`config.mk`:
```
export PLATFORM = sky130hd
export DESIGN_NAME = cp0_regfile_flat
export DESIGN_NICKNAME = d
export VERILOG_FILES = /design/src/rtl/cp0_pkg.sv /design/src/rtl/cp0_regfile_if.sv /design/src/rtl/cp0_timer.sv /design/src/rtl/cp0_regfile.sv /design/src/flat_wrapper.sv
export SDC_FILE = /design/constraint.sdc
export NUM_CORES = 1
export LEC_CHECK = 0
export BUFFER_PORTS_ARGS = -buffer_cell sky130_fd_sc_hd__buf_4
export CORE_MARGIN = 2
export CORE_UTILIZATION = 40
export CTS_CLUSTER_SIZE = 8
export DETAILED_ROUTE_END_ITERATION = 8
export HOLD_SLACK_MARGIN = 0.02
export PLACE_DENSITY = 0.83
export REMOVE_ABC_BUFFERS = 1
export SLEW_MARGIN = 20
export SYNTH_ARGS = -nofsm -noshare
export SYNTH_HDL_FRONTEND = slang
export SYNTH_HIERARCHICAL = 1
export SYNTH_SLANG_ARGS = --single-unit
```
`constraint.sdc`:
```
create_clock -name clk -period 1.9 [get_ports clk]
set_clock_uncertainty 0.2 [all_clocks]
set_input_delay 0.38 -clock clk [delete_from_list [all_inputs] [get_ports clk]]
set_output_delay 0.38 -clock clk [all_outputs]
set_load 0.1 [all_outputs]
```
`src/rtl/cp0_pkg.sv`:
```
// Shared CP0 definitions: register numbers, ExcCodes, Status/Cause bit
// positions and the mtc0-writable masks.
package cp0_pkg;

  localparam logic [4:0] CP0_BADVADDR = 5'd8;
  localparam logic [4:0] CP0_COUNT    = 5'd9;
  localparam logic [4:0] CP0_COMPARE  = 5'd11;
  localparam logic [4:0] CP0_STATUS   = 5'd12;
  localparam logic [4:0] CP0_CAUSE    = 5'd13;
  localparam logic [4:0] CP0_EPC      = 5'd14;

  localparam logic [4:0] EXC_INT  = 5'h00;
  localparam logic [4:0] EXC_ADEL = 5'h04;
  localparam logic [4:0] EXC_ADES = 5'h05;
  localparam logic [4:0] EXC_SYS  = 5'h08;
  localparam logic [4:0] EXC_BP   = 5'h09;
  localparam logic [4:0] EXC_RI   = 5'h0a;
  localparam logic [4:0] EXC_OV   = 5'h0c;

  localparam int ST_BEV = 22;
  localparam int ST_EXL = 1;
  localparam int ST_IE  = 0;
  localparam int CA_BD  = 31;
  localparam int CA_TI  = 30;

  localparam logic [31:0] STATUS_WMASK = 32'h0000_FF03;
  localparam logic [31:0] CAUSE_WMASK  = 32'h0000_0300;
  localparam logic [31:0] STATUS_CONST = 32'h0040_0000;

endpackage

```
`src/rtl/cp0_regfile_if.sv`:
```
// Pipeline <-> CP0 bundle: mtc0/mfc0 port, exception/eret commit, and the
// per-cycle Status/Cause/Count/EPC feedback.
interface cp0_regfile_if;
  import cp0_pkg::*;

  logic        we;
  logic [4:0]  waddr;
  logic [31:0] wdata;
  logic [4:0]  raddr;
  logic [31:0] rdata;
  logic [5:0]  hw_int;
  logic        exc_valid;
  logic [4:0]  exc_code;
  logic        exc_bd;
  logic [31:0] exc_epc;
  logic        exc_badvaddr_we;
  logic [31:0] exc_badvaddr;
  logic        eret;
  logic [31:0] status_o;
  logic [31:0] cause_o;
  logic [31:0] count_o;
  logic [31:0] epc_o;
  logic        timer_int_o;

  modport master (
    output we, waddr, wdata, raddr, hw_int,
    output exc_valid, exc_code, exc_bd, exc_epc, exc_badvaddr_we, exc_badvaddr, eret,
    input  rdata, status_o, cause_o, count_o, epc_o, timer_int_o
  );

  modport slave (
    input  we, waddr, wdata, raddr, hw_int,
    input  exc_valid, exc_code, exc_bd, exc_epc, exc_badvaddr_we, exc_badvaddr, eret,
    output rdata, status_o, cause_o, count_o, epc_o, timer_int_o
  );

endinterface

```
`src/rtl/cp0_timer.sv`:
```
// Count/Compare timer: Count advances once per COUNT_DIV cycles, TI is a
// sticky match flag cleared only by a Compare write.
module cp0_timer #(
  parameter int unsigned COUNT_DIV = 2
) (
  input  logic        clk,
  input  logic        resetn,
  input  logic        i_count_we,
  input  logic        i_compare_we,
  input  logic [31:0] i_wdata,
  output logic [31:0] o_count,
  output logic [31:0] o_compare,
  output logic        o_ti
);

  localparam logic DIV_LAST = (COUNT_DIV == 2);

  logic        r_div;
  logic [31:0] r_count;
  logic [31:0] r_compare;
  logic        r_ti;
  logic        w_tick;

  assign w_tick = (r_div == DIV_LAST);

  always_ff @(posedge clk or negedge resetn) begin
    if (!resetn) begin
      r_div     <= 1'b0;
      r_count   <= '0;
      r_compare <= '0;
      r_ti      <= 1'b0;
    end else begin
      r_div <= w_tick ? 1'b0 : ~r_div;
      // An explicit Count load overrides the tick; the divider keeps running.
      if (i_count_we)
        r_count <= i_wdata;
      else if (w_tick)
        r_count <= r_count + 32'd1;
      if (i_compare_we)
        r_compare <= i_wdata;
      // Compare write beats a coincident match.
      if (i_compare_we)
        r_ti <= 1'b0;
      else if (r_count == r_compare)
        r_ti <= 1'b1;
    end
  end

  assign o_count   = r_count;
  assign o_compare = r_compare;
  assign o_ti      = r_ti;

endmodule

```
`src/rtl/cp0_regfile.sv`:
```
// CP0 register file: exception/eret commit, mtc0/mfc0, interrupt sampling.
// Define CP0_TIMER_EN to build the Count/Compare timer (cp0_timer).
module cp0_regfile
  import cp0_pkg::*;
#(
  parameter int unsigned COUNT_DIV    = 2,
  parameter logic [31:0] STATUS_RESET = 32'h0040_0000
) (
  input logic           clk,
  input logic           resetn,
  cp0_regfile_if.slave  bus
);

  if (COUNT_DIV != 1 && COUNT_DIV != 2) begin : g_bad_div
    $error("cp0_regfile: COUNT_DIV must be 1 or 2");
  end

  logic [7:0]  r_status_im;
  logic        r_status_exl;
  logic        r_status_ie;
  logic        r_cause_bd;
  logic [5:0]  r_cause_ip_hw;
  logic [1:0]  r_cause_ip_sw;
  logic [4:0]  r_cause_exc;
  logic [31:0] r_epc;
  logic [31:0] r_badvaddr;

  logic        w_wr;
  logic [31:0] w_count;
  logic [31:0] w_compare;
  logic        w_ti;
  logic [31:0] w_status;
  logic [31:0] w_cause;

  // An exception commit drops a same-cycle mtc0 entirely.
  assign w_wr = bus.we & ~bus.exc_valid;

`ifdef CP0_TIMER_EN
  cp0_timer #(.COUNT_DIV(COUNT_DIV)) u_timer (
    .clk          (clk),
    .resetn       (resetn),
    .i_count_we   (w_wr && (bus.waddr == CP0_COUNT)),
    .i_compare_we (w_wr && (bus.waddr == CP0_COMPARE)),
    .i_wdata      (bus.wdata),
    .o_count      (w_count),
    .o_compare    (w_compare),
    .o_ti         (w_ti)
  );
`else
  assign w_count   = '0;
  assign w_compare = '0;
  assign w_ti      = 1'b0;
`endif

  always_ff @(posedge clk or negedge resetn) begin
    if (!resetn) begin
      r_status_im   <= STATUS_RESET[15:8];
      r_status_exl  <= STATUS_RESET[ST_EXL];
      r_status_ie   <= STATUS_RESET[ST_IE];
      r_cause_bd    <= 1'b0;
      r_cause_ip_hw <= '0;
      r_cause_ip_sw <= '0;
      r_cause_exc   <= '0;
      r_epc         <= '0;
      r_badvaddr    <= '0;
    end else begin
      r_cause_ip_hw <= bus.hw_int;
      if (bus.exc_valid) begin
        r_cause_exc <= bus.exc_code;
        if (bus.exc_badvaddr_we)
          r_badvaddr <= bus.exc_badvaddr;
        // Nested exceptions keep the original EPC/BD for the outer handler.
        if (!r_status_exl) begin
          r_epc        <= bus.exc_epc;
          r_cause_bd   <= bus.exc_bd;
          r_status_exl <= 1'b1;
        end
      end else begin
        if (w_wr && bus.waddr == CP0_STATUS) begin
          r_status_im  <= bus.wdata[15:8];
          r_status_ie  <= bus.wdata[ST_IE];
          r_status_exl <= bus.eret ? 1'b0 : bus.wdata[ST_EXL];
        end else if (bus.eret) begin
          r_status_exl <= 1'b0;
        end
        if (w_wr && bus.waddr == CP0_CAUSE)
          r_cause_ip_sw <= bus.wdata[9:8];
        if (w_wr && bus.waddr == CP0_EPC)
          r_epc <= bus.wdata;
      end
    end
  end

  assign w_status = STATUS_CONST | {16'h0, r_status_im, 6'h0, r_status_exl, r_status_ie};
  assign w_cause  = {r_cause_bd, w_ti, 14'h0, r_cause_ip_hw[5] | w_ti, r_cause_ip_hw[4:0],
                     r_cause_ip_sw, 1'b0, r_cause_exc, 2'b00};

  always_comb begin
    bus.rdata = '0;
    case (bus.raddr)
      CP0_BADVADDR: bus.rdata = r_badvaddr;
      CP0_COUNT:    bus.rdata = w_count;
      CP0_COMPARE:  bus.rdata = w_compare;
      CP0_STATUS:   bus.rdata = w_status;
      CP0_CAUSE:    bus.rdata = w_cause;
      CP0_EPC:      bus.rdata = r_epc;
      default:      bus.rdata = '0;
    endcase
  end

  assign bus.status_o    = w_status;
  assign bus.cause_o     = w_cause;
  assign bus.count_o     = w_count;
  assign bus.epc_o       = r_epc;
  assign bus.timer_int_o = w_ti;

endmodule

```
`src/flat_wrapper.sv`:
```
// flat-port wrapper written by rule: the top's interface ports become plain ports
module cp0_regfile_flat import cp0_pkg::*;
#(
  parameter int unsigned COUNT_DIV    = 2,
  parameter logic [31:0] STATUS_RESET = 32'h0040_0000
)
  (clk, resetn, bus_we, bus_waddr, bus_wdata, bus_raddr, bus_hw_int, bus_exc_valid, bus_exc_code, bus_exc_bd, bus_exc_epc, bus_exc_badvaddr_we, bus_exc_badvaddr, bus_eret, bus_rdata, bus_status_o, bus_cause_o, bus_count_o, bus_epc_o, bus_timer_int_o);
  cp0_regfile_if bus_i ();
  input logic clk;
  input logic resetn;
  input wire logic [$bits(bus_i.we)-1:0] bus_we;
  input wire logic [$bits(bus_i.waddr)-1:0] bus_waddr;
  input wire logic [$bits(bus_i.wdata)-1:0] bus_wdata;
  input wire logic [$bits(bus_i.raddr)-1:0] bus_raddr;
  input wire logic [$bits(bus_i.hw_int)-1:0] bus_hw_int;
  input wire logic [$bits(bus_i.exc_valid)-1:0] bus_exc_valid;
  input wire logic [$bits(bus_i.exc_code)-1:0] bus_exc_code;
  input wire logic [$bits(bus_i.exc_bd)-1:0] bus_exc_bd;
  input wire logic [$bits(bus_i.exc_epc)-1:0] bus_exc_epc;
  input wire logic [$bits(bus_i.exc_badvaddr_we)-1:0] bus_exc_badvaddr_we;
  input wire logic [$bits(bus_i.exc_badvaddr)-1:0] bus_exc_badvaddr;
  input wire logic [$bits(bus_i.eret)-1:0] bus_eret;
  output wire logic [$bits(bus_i.rdata)-1:0] bus_rdata;
  output wire logic [$bits(bus_i.status_o)-1:0] bus_status_o;
  output wire logic [$bits(bus_i.cause_o)-1:0] bus_cause_o;
  output wire logic [$bits(bus_i.count_o)-1:0] bus_count_o;
  output wire logic [$bits(bus_i.epc_o)-1:0] bus_epc_o;
  output wire logic [$bits(bus_i.timer_int_o)-1:0] bus_timer_int_o;
  assign bus_i.we = bus_we;
  assign bus_i.waddr = bus_waddr;
  assign bus_i.wdata = bus_wdata;
  assign bus_i.raddr = bus_raddr;
  assign bus_i.hw_int = bus_hw_int;
  assign bus_i.exc_valid = bus_exc_valid;
  assign bus_i.exc_code = bus_exc_code;
  assign bus_i.exc_bd = bus_exc_bd;
  assign bus_i.exc_epc = bus_exc_epc;
  assign bus_i.exc_badvaddr_we = bus_exc_badvaddr_we;
  assign bus_i.exc_badvaddr = bus_exc_badvaddr;
  assign bus_i.eret = bus_eret;
  assign bus_rdata = bus_i.rdata;
  assign bus_status_o = bus_i.status_o;
  assign bus_cause_o = bus_i.cause_o;
  assign bus_count_o = bus_i.count_o;
  assign bus_epc_o = bus_i.epc_o;
  assign bus_timer_int_o = bus_i.timer_int_o;
  cp0_regfile #(.COUNT_DIV(COUNT_DIV), .STATUS_RESET(STATUS_RESET)) u_core (.clk(clk), .resetn(resetn), .bus(bus_i));
endmodule
```
==> summary.md, run 1 <==
| Metric | Value |
|---|---|
| FFs w/ async S/R, synth | `100%` |
| Distinct cell type count after synthesis | `31` |
| PwrDens | `1040 nW/um^2` |
| Post-DP HPWL | `10.2 mm` |
| Horiz. Die Dim | `115 um` |
| Cell Count, Final, Fillers Out | `808` |
| Initial Util | `41.1%` |
| Worst hold path type | `in2reg` |
| Register area share after synthesis | `44.5%` |
| Iter 0 DRT Violations | `201` |
| Largest net degree at the start of global routing | `89` |
| CTS H-tree lvls | `3` |
| Fill cells | `828` |
| Max Cap Viol | `0` |
| Post-synthesis cell count | `395` |
| Layout Nets | `759` |
| Initial antenna violation count | `0` |
| Required @ worst endpoint | `1.32 ns` |
| Pleak | `3.84 nW` |
| Worst-path clk slew | `0.07 ns` |
| Routed wire per std cell | `19.7 um` |
| Final worst setup slack | `-0.360 ns` |
| Clock Root Buffer | `clkbuf_16` |
| CP max FO | `7` |
| Grt ovf | `0` |
| Main synth FF type | `dfrtp_1` |
| Synth top area share | `44.5%` |
| Max VDD drop | `0.707 mV` |
| Min Tclk post-route | `2.26 ns` |
| Post-Route WL | `15.9 mm` |
| Outcome | `finished with violations` |
| TritonCTS clock tree | `built` |
| Layout area overhead | `59.7%` |
| Final period util | `119%` |
| Port bufs | `211` |
| Total Routing Usage GR | `21.9%` |
| Most common cell after layout, fill and taps aside | `buf_4` |
| Most frequent cells in the layout | `buf_4 (191), dfrtp_1 (88), conb_1 (73)` |
| Critical Path AT | `1.68 ns` |
| Max Clock Freq | `443 MHz` |
| Boundary Pins | `285` |
| Unrepaired setup endpoints after global routing | `yes` |
| Routed via count | `4022` |
| Synth Cell Area | `4950 um^2` |
| Row count | `40` |
| Router iterations before antenna repair | `4` |
| Number of buffers created by CTS | `9` |
| Clock sink count | `88` |
| ANT cells | `0` |
| Number of synthesized register bits | `88` |
| Routability cong. | `0.862` |
| Final core utilization | `65.6%` |
| Clk_lat worst skew | `0.33 ns` |
| Die footprint | `13300 um^2` |
| Number of failing hold endpoints at the final stage | `0` |
| Element type at the critical path end | `primary output` |
| Die H | `115 um` |
| Final Slew Violations | `0` |
| Antenna-violating nets left | `0` |
| Area contributors post-synth | `dfrtp_1 (44%), mux2_2 (15%), buf_4 (12%)` |
| Core Area | `12100 um^2` |
| Setup violators final | `32` |
| Fin area | `7910 um^2` |
| Critical path class | `in2out` |
| Layout cells sized above 1 | `62.0%` |
| First-pass GRT wire length | `22.4 mm` |
| Ys Warns | `6` |
| Critical Path Start Type | `primary input` |
| Total Power | `0.00826 W` |
| Failing checks | `setup timing` |
| Cell taking the most area after synthesis | `dfrtp_1` |
| Post-Place Cells | `772` |
| Number of global-route vias before repair | `4329` |
| Number of synthesized flops with an enable pin | `0` |
| Vias per cell | `4.98` |
| DP Area | `6630 um^2` |
| Max Root-Sink Buffers | `2` |
| DRC | `0` |
| Syn avg cell area | `12.5 um^2` |
==> stage by stage <==
step	worst slack [ns]	hold WS (ns)	TNS [ns]
after floorplan	-4.45	-0.116	-56.94
after global placement	-0.475	0.256	-11.31
after detailed placement	-0.527	0.267	-12.71
after CTS	-0.332	0.0450	-9.35
after global routing	-0.368	0.0541	-9.41
final	-0.360	0.0531	-8.19
==> synthesized netlist by cell type, types with 2 or more instances <==
library cell   n
a221o_1        9
mux2_4        30
buf_2         13
clkbuf_1       6
nand2b_1       2
nor2_1         2
conb_1         2
nor4bb_1       2
dfrtp_1       88
buf_6          4
and3b_1        2
nand2_1        4
a22o_1        15
mux2_1        15
o2111ai_1      7
buf_4         76
inv_1          7
nor2b_1        4
and3_1         8
nand3_1       21
mux2_2        68
==> routing by layer <==
metal | global-route usage, % | vias to the layer above | wire length (um)
met4 | 11.6 | 0 | 619
li1 | - | 1756 | -
met1 | 24.0 | 1996 | 5720
met5 | 0 | - | 0
met2 | 39.5 | 223 | 8520
met3 | 4.85 | 47 | 1050
==> critical path, stage by stage <==
cell,delay [ns]
buf_6,0.09
nand2b_4,0.14
or4_4,0.55
o2111ai_2,0.30
buf_12,0.22
==> area by class of cell <==
cell class | instances | area [um^2] | share of cell area (%)
clock inverters | 4 | 76.3 | 0.965
repair buffers | 257 | 2600 | 32.9
multi-input cells | 272 | 2540 | 32.1
clock buffers | 12 | 256 | 3.24
inverters | 7 | 26.3 | 0.332
well taps | 168 | 210 | 2.66
flip-flops and latches | 88 | 2200 | 27.8
==> registers in the layout, indices dropped and copies added (netlist names) <==
register,count
u_core/r_status_ie,1
u_core/r_status_im,8
u_core/bus.epc_o,32
u_core/r_cause_ip_hw,6
u_core/r_cause_bd,1
u_core/r_badvaddr,32
u_core/r_cause_ip_sw,2
u_core/r_cause_exc,5
u_core/r_status_exl,1
==> where the power goes <==
part / switching [W] / total [W] / internal [W]
Clock: 0.000752 / 0.00198 / 0.00123
Combinational: 0.00282 / 0.00383 / 0.00100
Sequential: 0.000275 / 0.00246 / 0.00218
==> cell families (layout without fill, tap and decap cells) <==
group | Yosys count | in the layout | share of synthesized area (%)
AOI/OAI and AO/OA | 35 | 35 | 6.37
and+or+nand+nor | 50 | 50 | 6.11
DFF | 88 | 88 | 44.5
muxes | 114 | 114 | 28.2
buffers and inverters | 106 | 280 | 14.7
other | 2 | 73 | 0.152
==> final timing paths <==
kind                                       start                      end  slack, ns  cells past startpoint
max                                 bus_raddr[4]            bus_rdata[14]      -0.36                      5
min                         bus_exc_badvaddr[22]    u_core/r_badvaddr[22]       0.05                      2
max reg2reg                  u_core/r_status_exl     u_core/bus.epc_o[21]       0.20                      4
min reg2reg                u_core/r_badvaddr[15]    u_core/r_badvaddr[15]       0.30                      1
max in group asynchronous                 resetn      u_core/bus.epc_o[2]       0.68                      3
min in group asynchronous                 resetn  u_core/r_cause_ip_sw[0]       0.42                      3
==> repair_timing <==
action                                  in CTS  in global routing
buffers inserted                             4                  3
endpoints found under the setup margin      32                 32
endpoints found under the hold margin       94                  0
hold buffers                                 7                  0
cloned                                       2                  4
gates resized for setup                    105                 41
pin swaps                                    6                 22
Note: power is estimated with default switching activity, not from simulation.
==> run 2, diff against run 1 <==
--- a/config.mk
+++ b/config.mk
@@ -5,6 +5,7 @@
 export SDC_FILE = /design/constraint.sdc
 export NUM_CORES = 1
 export LEC_CHECK = 0
+export ABC_AREA = 1
 export BUFFER_PORTS_ARGS = -buffer_cell sky130_fd_sc_hd__buf_4
 export CORE_MARGIN = 2
 export CORE_UTILIZATION = 40
==> run 2 against run 1 <==
  * The flow still finishes with violations (setup timing)
  * Synthesized area rose by 1.1%
  * Flip-flop and latch count is the same
  * Final cell count is 27% higher
  * Fmax up 12%
  * Clock power decreased by 9%
  * Synthesized cell count rose by 60%
  * Sequential power fell by 5%
  * Clock-buffer cell count unchanged
  * Critical path depth rose by 1
  * Design area is 0.98% lower
  * Combinational power fell by 15%
  * Sequential share of layout area is 0.28 points higher
  * Largest power group unchanged
==> summary.md, run 2 <==
| Metric | Value |
|---|---|
| Grt ovf | `0 (unchanged)` |
| Row count | `40 (unchanged)` |
| Required @ worst endpoint | `1.32 ns (about the same)` |
| Count leader, synth | `nand2_1 (was dfrtp_1)` |
| Outcome | `finished with violations (unchanged)` |
| Synth Cell Area | `5000 um^2 (was 4950 um^2)` |
| Max VDD drop | `0.510 mV (was 0.707 mV)` |
| Most common cell after layout, fill and taps aside | `buf_4 (unchanged)` |
| Number of synthesized flops with an enable pin | `0 (unchanged)` |
| Synth cell count leaders | `nand2_1 (173), dfrtp_1 (88), nand3_1 (81) (was dfrtp_1 (88), buf_4 (76), mux2_2 (68))` |
| Crit path max-delay family | `buffers and inverters (was simple AND/OR/NAND/NOR gates)` |
| Core Area | `12100 um^2 (about the same)` |
| Main synth FF type | `dfrtp_1 (unchanged)` |
| DP Area | `6640 um^2 (was 6630 um^2)` |
| CP max FO | `3 (was 7)` |
| Min Tclk post-route | `2.01 ns (was 2.26 ns)` |
| Most frequent cells in the layout | `buf_4 (186), nand2_1 (159), dfrtp_1 (88) (was buf_4 (191), dfrtp_1 (88), conb_1 (73))` |
| Cells on worst reg2reg path | `4 (unchanged)` |
| Fin area | `7830 um^2 (was 7910 um^2)` |
| CP max stage delay | `0.27 ns (was 0.55 ns)` |
| Levels on crit path | `6 (was 5)` |
| Layout cells sized above 1 | `39.8% (was 62.0%)` |
| Unrepaired setup endpoints after global routing | `yes (unchanged)` |
| Fill cells | `995 (was 828)` |
| Max Cap Viol | `0 (unchanged)` |
| Boundary Pins | `285 (unchanged)` |
| Max Root-Sink Buffers | `2 (unchanged)` |
| Logic pwr share | `44.0% (was 46.3%)` |
| Register area share after synthesis | `44.0% (was 44.5%)` |
| Largest net degree at the start of global routing | `89 (unchanged)` |
| Clk_lat worst skew | `0.33 ns (about the same)` |
| Internal | `0.00390 W (was 0.00441 W)` |
| Sw power | `0.00348 W (was 0.00385 W)` |
| Layout area overhead | `56.5% (was 59.7%)` |
| TritonCTS clock tree | `built (unchanged)` |
| Max Clock Freq | `497 MHz (was 443 MHz)` |
| Routed via count | `5110 (was 4022)` |
| Sequential Power Share | `31.6% (was 29.7%)` |
| Iter 0 DRT Violations | `382 (was 201)` |
| PwrDens | `941 nW/um^2 (was 1040 nW/um^2)` |
| Failing checks | `setup timing (unchanged)` |
| Final worst setup slack | `-0.113 ns (was -0.360 ns)` |
| Worst-path clk slew | `0.06 ns (was 0.07 ns)` |
| Total Routing Usage GR | `24.3% (was 21.9%)` |
| Number of buffers created by CTS | `9 (unchanged)` |
| Hold depth | `3 (was 2)` |
| Vias per cell | `4.98 (about the same)` |
| Post-synthesis cell count | `631 (was 395)` |
| Routed wire per std cell | `16.7 um (was 19.7 um)` |
| Critical Path AT | `1.43 ns (was 1.68 ns)` |
| Crit path top cell by count | `buf_6` |
| Number of global-route vias before repair | `4955 (was 4329)` |
| Setup violators final | `29 (was 32)` |
| Distinct cell type count after synthesis | `26 (was 31)` |
| Post-DP HPWL | `11.4 mm (was 10.2 mm)` |
| Number of failing hold endpoints at the final stage | `0 (unchanged)` |
| Final period util | `106% (was 119%)` |
| Syn avg cell area | `7.93 um^2 (was 12.5 um^2)` |
| Die H | `116 um (was 115 um)` |
| Clock Root Buffer | `clkbuf_16 (unchanged)` |
| FFs w/ async S/R, synth | `100% (unchanged)` |
| Final Slew Violations | `0 (unchanged)` |
| Cell taking the most area after synthesis | `dfrtp_1 (unchanged)` |
| DP Worst Slack | `-0.268 ns (was -0.527 ns)` |
| Pleak | `4.00 nW (was 3.84 nW)` |
| Routability cong. | `0.796 (was 0.862)` |
| Initial antenna violation count | `0 (unchanged)` |
| Critical Path Start Type | `primary input (unchanged)` |
| Critical path class | `in2out (unchanged)` |
| Area contributors post-synth | `dfrtp_1 (44%), nand2_1 (13%), buf_4 (11%) (was dfrtp_1 (44%), mux2_2 (15%), buf_4 (12%))` |
| Antenna-violating nets left | `0 (unchanged)` |
| Layout Nets | `978 (was 759)` |
| Element type at the critical path end | `primary output (unchanged)` |
| Buf+Inv Stages, Crit Path | `3 (was 2)` |
| Crit-path slowest cell | `buf_6 (was or4_4)` |
| Post-Route WL | `17.2 mm (was 15.9 mm)` |
| Port bufs | `211 (unchanged)` |
| Critical path cell sequence | `buf_6, nor2_4, buf_4, nand4_1, o211ai_1, buf_6 (was buf_6, nand2b_4, or4_4, o2111ai_2, buf_12)` |
| Clock sink count | `88 (unchanged)` |
| Clock share of power | `24.4% (was 24.0%)` |
| CTS H-tree lvls | `3 (unchanged)` |
| Die footprint | `13400 um^2 (was 13300 um^2)` |
| Router iterations before antenna repair | `7 (was 4)` |
| Initial Util | `41.3% (was 41.1%)` |
| Synth top area share | `44.0% (was 44.5%)` |
| Horiz. Die Dim | `116 um (was 115 um)` |
| Ys Warns | `6 (unchanged)` |
| First-pass GRT wire length | `25.4 mm (was 22.4 mm)` |
| ANT cells | `0 (unchanged)` |
| Switching part of the total | `47.2% (was 46.6%)` |
| Worst hold path type | `in2reg (unchanged)` |
| DRC | `0 (unchanged)` |
| Number of synthesized register bits | `88 (unchanged)` |
[run 2: cell types whose count changed in the layout (fill, tap and decap cells not counted), moves of 12 or more]
cell,previous run,this run
nand3_2,0,22
mux2_4,30,0
nand3_1,21,59
nor2_1,1,21
mux2_1,15,0
inv_1,7,35
mux2_2,68,17
nand4_1,0,24
a22o_4,12,0
nand2_1,2,159
o21ai_0,0,19
a21oi_1,1,15
[run 2: worst min-delay path, stage by stage]
cell and delay (ns):
buf_4 0.08, nand2_1 0.04, o21ai_0 0.05
[run 2: final cells by class]
type	count	area (um^2)	share of cell area [%]
inverters	39	154	1.96
repair buffers	251	2480	31.6
clock inverters	4	53.8	0.687
clock buffers	12	246	3.15
flip-flops and latches	88	2200	28.1
well taps	168	210	2.68
multi-input cells	465	2490	31.8
[run 2: metrics by stage]
step / power [W] / hold WS [ns] / cells / setup TNS [ns] / utilization, %
floorplan: 0.00464 / -0.116 / 592 / -69.18 / -
global placement: 0.00539 / 0.257 / 998 / -5.45 / 54.8
detailed placement: 0.00543 / 0.263 / 998 / -5.80 / 54.8
CTS: 0.00733 / 0.0436 / 1028 / -1.56 / 62.2
global route: 0.00763 / 0.0570 / 1027 / -2.44 / 64.7
finish: 0.00737 / 0.0492 / 1027 / -1.25 / 64.7
[run 2: final timing paths]
| kind | to | slack (ns) | start |
|---|---|---|---|
| worst max register to register | u_core/bus.epc_o[22] | 0.27 | u_core/r_status_exl |
| worst max-delay path | bus_rdata[2] | -0.11 | bus_raddr[0] |
| min in group asynchronous | u_core/r_status_im[6] | 0.42 | resetn |
| max in group asynchronous | u_core/r_cause_exc[2] | 0.71 | resetn |
| worst min-delay path | u_core/r_cause_exc[0] | 0.05 | bus_exc_code[0] |
| worst min register to register | u_core/r_badvaddr[3] | 0.31 | u_core/r_badvaddr[3] |
[run 2: cell families (layout without fill, tap and decap cells)]
logic type      Yosys count  in the layout  synth area share, %
simple gates            312            312                 27.5
mux                      17             17                 3.82
compound gates           63             63                 6.60
buf+inv                 149            306                 17.9
flops                    88             88                 44.0
other cells               2             73                0.150
[run 2: per-layer routing]
| layer | track usage (%) | up-vias | part of all wire, % |
|---|---|---|---|
| met2 | 42.7 | 276 | 51 |
| met4 | 7.78 | 0 | 1.5 |
| met1 | 30.9 | 2461 | 39 |
| met5 | 0 | - | 0 |
| met3 | 3.82 | 22 | 8.3 |
| li1 | - | 2351 | - |
[run 2: power by group through the flow]
stage / combinational [W] / sequential [W] / clock (W)
floorplan: 0.00115 / 0.00348 / 0
global placement: 0.00306 / 0.00233 / 0
detailed placement: 0.00308 / 0.00234 / 0
CTS: 0.00318 / 0.00232 / 0.00183
global route: 0.00337 / 0.00236 / 0.00190
finish: 0.00325 / 0.00233 / 0.00180
[run 2: timing repair]
| action | in CTS | in global routing |
|---|---|---|
| endpoints found under the setup margin | 32 | 32 |
| pin swaps | 6 | 16 |
| resized for setup | 122 | 69 |
| hold buffers | 7 | 0 |
| gates cloned | 2 | 2 |
| endpoints found under the hold margin | 94 | 0 |
| setup buffers | 5 | 1 |
